<file path="src/rtl/radix8_booth_mul_seq.sv">
// Sequential radix-8 Booth multiplier: one Booth digit per clock, exact 2*WIDTH-bit
// product, per-operation signed/unsigned mode, valid/ready handshakes on both sides.
module radix8_booth_mul_seq #(
  parameter int WIDTH = 16
) (
  input  logic               clk,
  input  logic               rst_n,
  input  logic               in_valid,
  output logic               in_ready,
  input  logic               signed_mode,
  input  logic [WIDTH-1:0]   multiplicand,
  input  logic [WIDTH-1:0]   multiplier,
  output logic               out_valid,
  input  logic               out_ready,
  output logic [2*WIDTH-1:0] product,
  output logic               busy
);

  localparam int NDIG = (WIDTH + 3) / 3;
  localparam int PW   = 2 * WIDTH;
  localparam int BW   = 3 * NDIG + 1;
  localparam int CW   = $clog2(NDIG + 1);

  typedef enum logic [1:0] {IDLE, PREP, ACCUM, DONE} state_t;

  state_t          state_reg;
  logic [PW-1:0]   a_reg;
  logic [PW-1:0]   a3_reg;
  logic [PW-1:0]   acc_reg;
  logic [BW-1:0]   b_reg;
  logic [CW-1:0]   cnt_reg;

  logic            accept;
  logic [WIDTH:0]  a_ext;
  logic [WIDTH:0]  b_ext;
  logic [PW-1:0]   a_load;
  logic [BW-2:0]   b_wide;
  logic [WIDTH+2:0] a3_narrow;
  logic [PW-1:0]   pp_next;

  assign in_ready  = (state_reg == IDLE) || ((state_reg == DONE) && out_ready);
  assign accept    = in_valid && in_ready;
  assign out_valid = (state_reg == DONE);
  assign busy      = (state_reg == PREP) || (state_reg == ACCUM);
  assign product   = acc_reg;

  // Operands widened by one bit so unsigned values look like non-negative signed ones.
  assign a_ext  = {signed_mode & multiplicand[WIDTH-1], multiplicand};
  assign b_ext  = {signed_mode & multiplier[WIDTH-1], multiplier};
  assign a_load = PW'($signed(a_ext));
  assign b_wide = (BW-1)'($signed(b_ext));

  // 3A fits in WIDTH+3 bits; its top bit already carries the correct extension.
  assign a3_narrow = a_reg[WIDTH+2:0] + {a_reg[WIDTH+1:0], 1'b0};

  // a_reg/a3_reg are pre-shifted by 8^i, so the window selects the aligned multiple.
  always_comb begin
    pp_next = '0;
    unique case (b_reg[3:0])
      4'b0001, 4'b0010: pp_next = a_reg;
      4'b0011, 4'b0100: pp_next = a_reg << 1;
      4'b0101, 4'b0110: pp_next = a3_reg;
      4'b0111:          pp_next = a_reg << 2;
      4'b1000:          pp_next = -(a_reg << 2);
      4'b1001, 4'b1010: pp_next = -a3_reg;
      4'b1011, 4'b1100: pp_next = -(a_reg << 1);
      4'b1101, 4'b1110: pp_next = -a_reg;
      default:          pp_next = '0;
    endcase
  end

  always_ff @(posedge clk or negedge rst_n) begin
    if (!rst_n) begin
      state_reg <= IDLE;
      a_reg     <= '0;
      a3_reg    <= '0;
      acc_reg   <= '0;
      b_reg     <= '0;
      cnt_reg   <= '0;
    end else if (accept) begin
      state_reg <= PREP;
      a_reg     <= a_load;
      a3_reg    <= '0;
      acc_reg   <= '0;
      b_reg     <= {b_wide, 1'b0};
      cnt_reg   <= '0;
    end else begin
      unique case (state_reg)
        IDLE: state_reg <= IDLE;
        PREP: begin
          a3_reg    <= PW'($signed(a3_narrow));
          state_reg <= ACCUM;
        end
        ACCUM: begin
          acc_reg <= acc_reg + pp_next;
          a_reg   <= a_reg << 3;
          a3_reg  <= a3_reg << 3;
          b_reg   <= {{3{b_reg[BW-1]}}, b_reg[BW-1:3]};
          cnt_reg <= cnt_reg + 1'b1;
          if (cnt_reg == CW'(NDIG - 1)) state_reg <= DONE;
        end
        DONE: if (out_ready) state_reg <= IDLE;
        default: state_reg <= IDLE;
      endcase
    end
  end

endmodule
</file>
<file path="config.mk">
export PLATFORM = sky130hd
export DESIGN_NAME = radix8_booth_mul_seq
export DESIGN_NICKNAME = d
export VERILOG_FILES = /design/src/rtl/radix8_booth_mul_seq.sv
export SDC_FILE = /design/constraint.sdc
export NUM_CORES = 1
export LEC_CHECK = 0
export CAP_MARGIN = 15
export CORE_UTILIZATION = 55
export CTS_CLUSTER_SIZE = 8
export DETAILED_ROUTE_END_ITERATION = 16
export GPL_TIMING_DRIVEN = 0
export PLACE_DENSITY = 0.75
export SLEW_MARGIN = 10
export SYNTH_ARGS = -nofsm -noshare
export SYNTH_HDL_FRONTEND = slang
export SYNTH_SLANG_ARGS = --single-unit
</file>
<file path="constraint.sdc">
create_clock -name clk -period 12.4 [get_ports clk]
set_input_delay 2.48 -clock clk [delete_from_list [all_inputs] [get_ports clk]]
set_output_delay 2.48 -clock clk [all_outputs]
set_load 0.02 [all_outputs]
</file>
==> results.md <==
- Hold Path Class: flop to flop
- Final Max Slew Viols: 0
- Fmax: 160.9 MHz
- Ys flop type: dfrtp_1
- Max incr delay on CP: 0.61 ns
- Via-per-instance ratio: 6.529
- Vias in the first global route: 10,330
- Ant diodes: 0
- Avg Inst Size Synth: 8.153 um2
- Initial antenna violation count: 0
- Async set-reset flop share out of synthesis: 100.0%
- Die Footprint: 0.01963 mm2
- Detailed Routing Iterations Pass 1: 7
- Detail Route Antenna Nets: 0
- Initial drt markers: 1,172
- Largest net degree at the start of global routing: 73
- Post-synth EDFFs: 0
- Hold path endpoint: b_reg[17]$_DFFE_PN0P_
- Drt total wl: 37,730 um
- Clock Pin Slew Worst Setup and Hold Paths: 0.06 ns
- Syn Inst Count: 1,287
- Hold Path Depth: 1
- Syn nets: 1,400
- R2R Setup Slk: 6.97 ns
- Ports: 72
- Synth cell types: 69
- Commonest non-fill, non-tap cells in the layout: 132 x nand2_1, 120 x dfrtp_1, 105 x o21ai_0
- Slew headroom: 32.83%
- Syn. warnings: 0
- Postcts setup bufs: 0
- CTS hold repair buffers: 0
- Synthesis-to-finish area growth: 15.79%
- Status: finished, final reports clean
- # clock sinks: 120
- Fin crit share: 50.11%
- Overflow after GRT: 0
- Routed len/inst: 23.22 um
- Worst Path Required: 9.92 ns
- Layout cells sized above 1: 3.738%
- Synth Register Bits: 120
- Fillcell total: 1,619
- Reg2reg start: a_reg[1]$_DFFE_PN0P_
- Via count: 10,610
- Nets: 1,491
- CP max FO: 3
- WS Path Type: primary input to output port
- CP max-delay cell: clkdlybuf4s50_1
- Dpl hpwl: 28,360 um
- Root buf cell: clkbuf_16
- Worst skew pair latency: 0.44 ns
- Effective utilization at floorplan: 56.09%
- Bufs on Longest Clock Path: 2
- Setup TNS after final layout: 0 ns
- Core area: 0.01871 mm2
- Sequence of cells on the critical path: clkdlybuf4s50_1, a21o_1, clkdlybuf4s50_1
- Reg2reg end: product[31]$_DFFE_PN0P_
- Min-delay src: b_reg[17]$_DFFE_PN0P_
- Cell mode on critical path: clkdlybuf4s50_1
- Commonest non-fill, non-tap cell in the layout: nand2_1
- Worst EP arrival: 3.73 ns
- Die Wd: 140.1 um
- Reg2Reg Depth: 20
- Post-Place Cell Area: 0.01152 mm2
- Unrepaired setup endpoints after global routing: false
- Total CTS buffers: 17
- CTS H-tree depth: 4
- Die Ht: 140.1 um
- Critical Path End Type: output port
- Finished Cell Area: 0.01215 mm2
- Count of input and output buffers: 71
- Setup-failing EPs final: 0
- Worst-Margin Slew: 1.008 ns
- Max_cap viols: 0
- Fin util: 64.95%
- Kind of start point of the critical path: primary input
- Post-synthesis sequential area ratio: 28.62%
- Hold Vio Cnt, Final: 0
- Final GP Congestion: 1.008
- DRC viols: 0
- Cell Area, Synth: 0.01049 mm2
- Tot GR Track Use: 39.66%
- First-pass GRT wire length: 58,590 um
- CTS tree: done
- FP Rows: 50
- Fin crit period: 6.214 ns
- Clock Skew: 0.01754 ns
- PostCTS Resize Cnt: 0
==> routing by layer <==
layer	global-route usage, %	wire, um	up-vias
met3	8.650	3783	112
met4	22.44	2017	0
met2	60.05	16360	607
met1	52.46	15580	4987
met5	0	0	-
li1	-	-	4903
==> Yosys cell counts, types with 27 or more instances <==
cell / n / area [um2]
nand2_1: 132 / 495.5
dfrtp_1: 120 / 3003
o21ai_0: 105 / 525.5
nor2_1: 101 / 379.1
a21oi_1: 95 / 475.5
ha_1: 74 / 925.9
clkbuf_1: 73 / 274.0
xnor2_1: 71 / 621.9
inv_1: 58 / 217.7
mux2i_1: 55 / 550.5
nor3_1: 34 / 170.2
nand3_1: 27 / 135.1
==> worst max-delay path: cells and delay by family <==
kind,cells,cell delay (ns)
buffers and inverters,2,1.10
AOI/OAI and AO/OA,1,0.15
==> area by class of cell <==
type	count	area, um2	share of cell area (%)
multi-input cells	1026	6958	57.27
clock inverters	14	185.2	1.524
clock buffers	18	439.2	3.615
inverters	59	221.5	1.823
well taps	234	292.8	2.410
plain buffers	82	310.3	2.554
flip-flops and latches	120	3003	24.72
repair buffers	72	739.5	6.086
==> how the worst max path moves through the flow <==
stage                          from              endpoint  slack (ns)  cells after the start
after CTS                 out_ready              in_ready        6.19                      3
after detailed placement  out_ready              in_ready        6.20                      3
after global routing      out_ready              in_ready        6.17                      3
after floorplan           out_ready              in_ready        7.20                      1
final                     out_ready              in_ready        6.19                      3
after global placement        rst_n  b_reg[5]$_DFFE_PN0P_        3.89                      1
==> stage by stage <==
stage	hold WS, ns	setup WS [ns]	std cells
global route	0.5721	6.165	1625
finish	0.5359	6.186	1625
global placement	0.4949	3.894	1592
detailed placement	0.5038	6.198	1593
floorplan	0.4750	7.204	1287
CTS	0.5423	6.189	1625
==> kinds of logic (layout without fill, tap and decap cells) <==
logic type,after synthesis,in the layout,synth area share (%)
AND/OR/NAND/NOR,398,398,18.05
AO/OA/AOI/OAI,397,397,25.39
buffers and inverters,141,245,5.068
flip-flops,120,120,28.62
XOR/XNOR,97,97,8.097
adder cells (fa/ha/maj),76,76,9.206
multiplexers,58,58,5.569
Power is not shown: default switching activity piles up to over one toggle a cycle in this logic, so the estimate is an artifact.
